<file path="src/rtl/mac_stream_issuer.sv">
// Valid/ready shell around a fixed-latency fused multiply-add core: issues operands,
// tracks in-flight ops, and queues results in order. Optional counters: MAC_ISSUER_PERF_EN.
module mac_stream_issuer #(
  parameter int LATENCY = 9,
  parameter int DEPTH   = 16,
  parameter int W       = 32
) (
  input  logic         clock,
  input  logic         resetn,
  input  logic         ivalid,
  output logic         oready,
  input  logic [W-1:0] datainA,
  input  logic [W-1:0] datainB,
  input  logic [W-1:0] datainC,
  output logic [W-1:0] mac_a,
  output logic [W-1:0] mac_b,
  output logic [W-1:0] mac_c,
  input  logic [W-1:0] mac_q,
  output logic         ovalid,
  input  logic         iready,
  output logic [W-1:0] dataout
`ifdef MAC_ISSUER_PERF_EN
  ,
  output logic [31:0]  perf_issued,
  output logic [31:0]  perf_stall
`endif
);

  localparam int AW = $clog2(DEPTH);
  localparam int PW = AW + 1;

  logic               accept;
  logic               pop;
  logic [PW-1:0]      occ_q, occ_d;
  logic [PW-1:0]      wr_ptr_q, wr_ptr_d;
  logic [PW-1:0]      rd_ptr_q, rd_ptr_d;
  logic [LATENCY-1:0] vpipe_q, vpipe_d;
  logic               wr_en_q;
  logic [W-1:0]       mac_a_q, mac_a_d;
  logic [W-1:0]       mac_b_q, mac_b_d;
  logic [W-1:0]       mac_c_q, mac_c_d;
  logic               ovalid_q, ovalid_d;
  logic [W-1:0]       dataout_q, dataout_d;
  logic [W-1:0]       fifo_mem [DEPTH];

  // Credits cover both in-flight ops and stored results, so the FIFO cannot overflow.
  assign oready  = (occ_q < PW'(DEPTH));
  assign accept  = ivalid & oready;
  assign pop     = ovalid_q & iready;

  assign mac_a   = mac_a_q;
  assign mac_b   = mac_b_q;
  assign mac_c   = mac_c_q;
  assign ovalid  = ovalid_q;
  assign dataout = dataout_q;

  always_comb begin
    mac_a_d   = mac_a_q;
    mac_b_d   = mac_b_q;
    mac_c_d   = mac_c_q;
    occ_d     = occ_q;
    dataout_d = dataout_q;
    if (accept) begin
      mac_a_d = datainA;
      mac_b_d = datainB;
      mac_c_d = datainC;
    end
    vpipe_d = {vpipe_q[LATENCY-2:0], accept};
    if (accept && !pop) begin
      occ_d = occ_q + PW'(1);
    end else if (!accept && pop) begin
      occ_d = occ_q - PW'(1);
    end
    wr_ptr_d = wr_ptr_q + PW'(wr_en_q);
    rd_ptr_d = rd_ptr_q + PW'(pop);
    ovalid_d = (wr_ptr_d != rd_ptr_d);
    // The head register follows the new read pointer; take mac_q when that slot is written now.
    if (wr_en_q && (rd_ptr_d == wr_ptr_q)) begin
      dataout_d = mac_q;
    end else if (rd_ptr_d != wr_ptr_q) begin
      dataout_d = fifo_mem[rd_ptr_d[AW-1:0]];
    end
  end

  always_ff @(posedge clock or negedge resetn) begin
    if (!resetn) begin
      mac_a_q   <= '0;
      mac_b_q   <= '0;
      mac_c_q   <= '0;
      vpipe_q   <= '0;
      wr_en_q   <= 1'b0;
      occ_q     <= '0;
      wr_ptr_q  <= '0;
      rd_ptr_q  <= '0;
      ovalid_q  <= 1'b0;
      dataout_q <= '0;
    end else begin
      mac_a_q   <= mac_a_d;
      mac_b_q   <= mac_b_d;
      mac_c_q   <= mac_c_d;
      vpipe_q   <= vpipe_d;
      wr_en_q   <= vpipe_q[LATENCY-1];
      occ_q     <= occ_d;
      wr_ptr_q  <= wr_ptr_d;
      rd_ptr_q  <= rd_ptr_d;
      ovalid_q  <= ovalid_d;
      dataout_q <= dataout_d;
    end
  end

  always_ff @(posedge clock) begin
    if (wr_en_q) begin
      fifo_mem[wr_ptr_q[AW-1:0]] <= mac_q;
    end
  end

`ifdef MAC_ISSUER_PERF_EN
  logic [31:0] perf_issued_q;
  logic [31:0] perf_stall_q;

  always_ff @(posedge clock or negedge resetn) begin
    if (!resetn) begin
      perf_issued_q <= '0;
      perf_stall_q  <= '0;
    end else begin
      if (accept) perf_issued_q <= perf_issued_q + 32'd1;
      if (ivalid && !oready) perf_stall_q <= perf_stall_q + 32'd1;
    end
  end

  assign perf_issued = perf_issued_q;
  assign perf_stall  = perf_stall_q;
`endif

endmodule
</file>
<file path="config.mk">
export PLATFORM = sky130hd
export DESIGN_NAME = mac_stream_issuer
export DESIGN_NICKNAME = d
export VERILOG_FILES = /design/src/rtl/mac_stream_issuer.sv
export SDC_FILE = /design/constraint.sdc
export NUM_CORES = 1
export LEC_CHECK = 0
export BUFFER_PORTS_ARGS = -buffer_cell sky130_fd_sc_hd__buf_4
export CORE_MARGIN = 2
export CORE_UTILIZATION = 59
export CTS_CLUSTER_DIAMETER = 60
export DETAILED_ROUTE_END_ITERATION = 8
export GPL_TIMING_DRIVEN = 0
export PLACE_DENSITY = 0.87
export SLEW_MARGIN = 20
export SYNTH_ARGS = -nofsm -noshare
export SYNTH_HDL_FRONTEND = slang
export SYNTH_SLANG_ARGS = --single-unit
</file>
<file path="constraint.sdc">
create_clock -name clock -period 4.65 [get_ports clock]
set_clock_uncertainty 0.05 [all_clocks]
set_input_delay 1.1625 -clock clock [delete_from_list [all_inputs] [get_ports clock]]
set_output_delay 1.1625 -clock clock [all_outputs]
set_load 0.03 [all_outputs]
</file>
Word-level counts from Yosys, hierarchy flattened
Memories as Yosys holds them, arrays and structs flattened.
Cells that the tools add are included.
{"block": "word_totals", "register_bits": 154, "mem_bits_rw": 512, "input_bits": 132, "out_inout_bits": 130, "wordCells": 34, "memories": 1}
{"block": "op_classes", "n_addsub": 4, "magnitude_cmp": 1, "n_eq_ne": 3, "muxes": 6, "n_bitwise": 2, "reduce_logical": 7}
{"memory": "fifo_mem", "words": 16, "width": 32, "read_ports": 1, "rd_clocked_by_memory_dff": 0, "wr": 1, "line_no": "44", "text": "logic [W-1:0] fifo_mem [DEPTH];"}
{"op": "2-to-1 mux 32 bit", "n": 2}
{"op": "adder 5 x 1 -> 5 bit", "n": 2}
{"op": "2-to-1 mux 5 bit", "n": 2}
{"op": "!= test 5 bit", "n": 2}
{"op": "adder 5 x 1 -> 5 bit, second input constant", "n": 1}
{"op": "== test 5 bit", "n": 1}
{"op": "< comparator 5 bit, second input constant", "n": 1}
{"op": "subtractor 5 x 1 -> 5 bit, second input constant", "n": 1}
{"op": "nonzero test 2 bit", "n": 2}
{"op": "logical AND 1 bit", "n": 3}
{"op": "bitwise AND 1 bit", "n": 2}
{"op": "logical NOT 1 bit", "n": 2}
{"op": "2-to-1 mux 1 bit", "n": 2}

Longest topological paths before layout
{"block": "logic_depth", "depth_word": 6, "mapped_depth": 12, "mapped_depth_nobuf": 11}

Worst setup path before layout
Ideal clock, no wire load.
{"block": "synth_timing", "path_type": "register -> register", "from": "reg wr_en_q", "to": "mem fifo_mem[4][0], enable pin", "setup_time_ns": 0.461, "arrival_time_ns": 3.532, "slack_ns": 0.608, "path_stages_with_launch": 5, "synth_period_minus_slack_ns": 4.042, "path_cell_list": "dfrtp_1 -> clkbuf_1 -> buf_1 -> nand3b_1 -> nor3_1"}
{"block": "synth_via", "elab_chain_cells": 2}
{"element": "from (decl)", "line_no": "38", "text": "logic wr_en_q;"}
{"element": "from (signal assigned)", "line_no": "102", "text": "wr_en_q <= vpipe_q[LATENCY-1];"}
{"element": "2-to-1 mux 1 bit", "line_no": "112", "text": "if (wr_en_q) begin"}
{"element": "2-to-1 mux 1 bit (implied by the code)", "line_no": "113", "text": "fifo_mem[wr_ptr_q[AW-1:0]] <= mac_q;"}
{"element": "to (decl)", "line_no": "44"}
Every way passes these cells.

Worst setup path in the final report
{"block": "layout_timing", "from": "reg wr_en_q", "to": "mem fifo_mem[12][11], enable pin"}
The elaborated chain is that of the path after synthesis.

==> results.py <==
metrics = {
    "placed_design": {
        "dpl_cell_area_mm2": 0.0293,
        "dp.cells": 2278,
        "hpwl_mm": 42.1,
        "port_buffers": 261,
        "gp_congestion": 0.838,
    },
    "floorplan": {
        "coreArea_mm2": 0.0431,
        "io_pins": 262,
        "chipHeight_um": 213,
        "fp.dieW_um": 213,
        "core.rowCount": 76,
        "dieArea_mm2": 0.0454,
        "initial_core_util_pct": 59.9,
    },
    "clock_network": {
        "h-tree-depth": 3,
        "cts_resized": 0,
        "cts_tree": "built",
        "cts_root_buffer": "clkbuf_16",
        "clk_pin_slew_ns": 0.06,
        "postCtsHoldBufs": 0,
        "post-cts-setup-buffer-count": 0,
        "cts_max_path_buffers": 3,
        "cts_made_buffers": 68,
        "clk_latency_ns": 0.60,
        "cts.sinks": 666,
    },
    "finish": {
        "final_cell_count_no_fill": 2405,
        "finalInstanceArea_mm2": 0.0315,
        "nFillCells": 2451,
        "area.sequential_mm2": 0.0192,
        "multi_input_area_mm2": 0.00627,
        "nets": 1904,
        "drive_above_1_share_pct": 34.3,
        "area_growth_pct": 22.2,
    },
    "timing": {
        "final-setup-viol-count": 0,
        "fmax_mhz": 257,
        "drv_slew": 0,
        "rsz0062_at_grt": "no",
        "final-hold-violation-count": 0,
        "relSlewSlack_pct": 32.7,
        "finalSetupTns_ns": 0,
        "min_period_ns": 3.89,
        "hold_ws_ns": 0.272,
        "finalCritPeriodShare_pct": 83.7,
        "tightest_slew_ns": 1.01,
    },
    "pwr": {
        "power_density_mw_per_mm2": 380,
        "vdd_drop_max_uv": 293,
        "leakage_nw": 12.3,
    },
    "setup_path": {
        "cp_max_fo": 10,
        "critical_path_class": "reg -> reg",
        "cpMostUsedCell": "buf_6",
        "path_cells": "clkbuf_1, buf_1, nand3_1, nor3_2, buf_6, buf_6, buf_4",
        "end_kind": "flip-flop",
        "startpoint_type": "flip-flop",
        "cpLargestDelayFamily": "buffers and inverters",
        "cp_slowest_stage_delay_ns": 0.75,
        "crit_arrival_ns": 4.13,
        "crit_buf_inv": 5,
        "reg2reg_depth": 7,
        "required_ns": 4.89,
        "cp.depth": 7,
        "cp_slowest_cell": "clkbuf_1",
    },
    "min_path": {
        "hold_depth": 0,
        "min_path_type": "reg -> reg",
    },
    "synthesis": {
        "synth_top_cell_by_area": "edfxtp_1",
        "synthTopCellsByCount": "edfxtp_1, nand2_1, dfrtp_1, mux2i_1, mux4_2",
        "syn_area_mm2": 0.0258,
        "synth-async-reset-ratio_pct": 23.1,
        "synth_edf_count": 512,
        "yosysWarnings": 0,
        "synthCells": 1393,
        "ys.flop_type": "edfxtp_1",
        "yosysSeqAreaShare_pct": 74.5,
        "yosysMostFrequentCell": "edfxtp_1",
        "synth_top_area_share_pct": 59.6,
        "avgSynthCellArea_um2": 18.5,
        "yosysUniqueCellTypes": 31,
        "syn-num-nets": 1534,
        "ys_ff_latch": 666,
        "synth.area.top_cells": "edfxtp_1, dfrtp_1, mux4_2",
    },
    "route": {
        "drt_iter0_drc": 1441,
        "dr.pass1.iters": 5,
        "wl_per_cell_um": 28.2,
        "drc": 0,
        "via_per_inst": 6.11,
        "ant_nets": 0,
        "vias": 14700,
        "routed_wl_mm": 67.7,
    },
    "global_route": {
        "grt_pass1_wl_mm": 98.5,
        "grt_pass1_vias": 15500,
        "use_met3_pct": 7.59,
        "antenna_found_initial": 2,
        "grt_max_degree": 96,
        "met1_usage_pct": 35.8,
        "grt_use_total_pct": 30.6,
        "grt_use_met2_pct": 53.5,
        "grt_overflow": 0,
        "grt_busiest_layer": "met2",
    },
    "run_status": {
        "status": "completed",
    },
    "job": {
        "maxCapViolations": 0,
    },
}
==> cell families after synthesis <==
| family | Yosys count | synth area share (%) |
|---|---|---|
| muxes | 289 | 17.6 |
| and+or+nand+nor | 324 | 4.88 |
| xor gates and xnor gates | 21 | 0.800 |
| buffers and inverters | 78 | 1.63 |
| adders and majority gates | 9 | 0.465 |
| AOI/OAI and AO/OA | 6 | 0.136 |
| DFF | 666 | 74.5 |
==> state kept, by name, indices dropped and copies added (netlist names) <==
signal    cells
dataout      32
fifo_mem    512
mac_a        32
mac_b        32
mac_c        32
occ_q         5
ovalid        1
rd_ptr_q      5
vpipe_q       9
wr_en_q       1
wr_ptr_q      5
==> power by group <==
group / internal (mW) / switching, mW
Sequential: 6.41 / 0
Clock: 3.10 / 2.28
Combinational: 0.0747 / 0.109
==> area by class of cell <==
cell class,instances,share of cell area [%]
clock buffer,91,6.10
multi-input combinational,649,19.9
tap,585,2.32
timing repair buffer,300,8.46
inverter,6,0.0714
antenna,3,0.0238
sequential,666,61.0
clock inverter,33,0.901
buffer,72,1.26
==> layout by cell type, fill, tap and decap left out, types with 2 or more instances in the layout <==
cell type,netlist,routed
buf_2,18,18
buf_1,2,2
nor2_4,0,12
mux2i_1,128,128
buf_16,0,17
xor2_2,3,3
clkbuf_8,0,7
nand3_1,5,5
inv_6,0,3
clkbuf_1,32,45
diode_2,0,3
mux2_2,33,33
nor2_1,14,2
ha_1,8,8
xor2_1,2,2
nand2b_1,2,2
nor3_2,0,4
nand2_1,292,292
clkinv_2,0,13
nand3b_1,2,2
clkinv_1,0,8
a21oi_1,2,2
edfxtp_1,512,512
buf_12,0,3
buf_4,12,283
xnor2_1,16,16
clkinv_8,0,3
bufinv_16,0,3
clkbuf_16,0,71
o21ai_0,2,2
buf_6,8,16
inv_1,5,5
dfrtp_1,154,154
mux4_2,128,128
a21o_1,2,2
clkinvlp_4,0,2
==> stage by stage <==
step / total power, mW / utilization [%] / worst slack (ns)
4_1_cts: 12.0 / 73.2 / 0.833
5_1_grt: 12.2 / 73.2 / 0.679
3_3_place_gp: 6.70 / 66.2 / -2.42
2_1_floorplan: 6.54 / - / 0.608
6_report: 12.0 / 73.2 / 0.760
3_5_place_dp: 6.72 / 68.1 / 0.497
==> path summary, 6_finish.rpt <==
kind,to,slack (ns),start
min in group asynchronous,dataout[3]$_DFFE_PN0P_,0.48,resetn
worst max register to register,fifo_mem[12][11]$_DFFE_PP_,0.76,wr_en_q$_DFF_PN0_
worst max-delay path,fifo_mem[12][11]$_DFFE_PP_,0.76,wr_en_q$_DFF_PN0_
worst min-delay path,vpipe_q[4]$_DFF_PN0_,0.27,vpipe_q[3]$_DFF_PN0_
max in group asynchronous,mac_c[26]$_DFFE_PN0N_,3.15,resetn
worst min register to register,vpipe_q[4]$_DFF_PN0_,0.27,vpipe_q[3]$_DFF_PN0_
==> metal layers <==
metal	vias up	wire (um)
met1	7516	22400
met2	931	35600
met3	206	6360
met5	-	0
li1	6048	-
met4	0	3300
No activity file was read; power rests on OpenSTA's default activity.
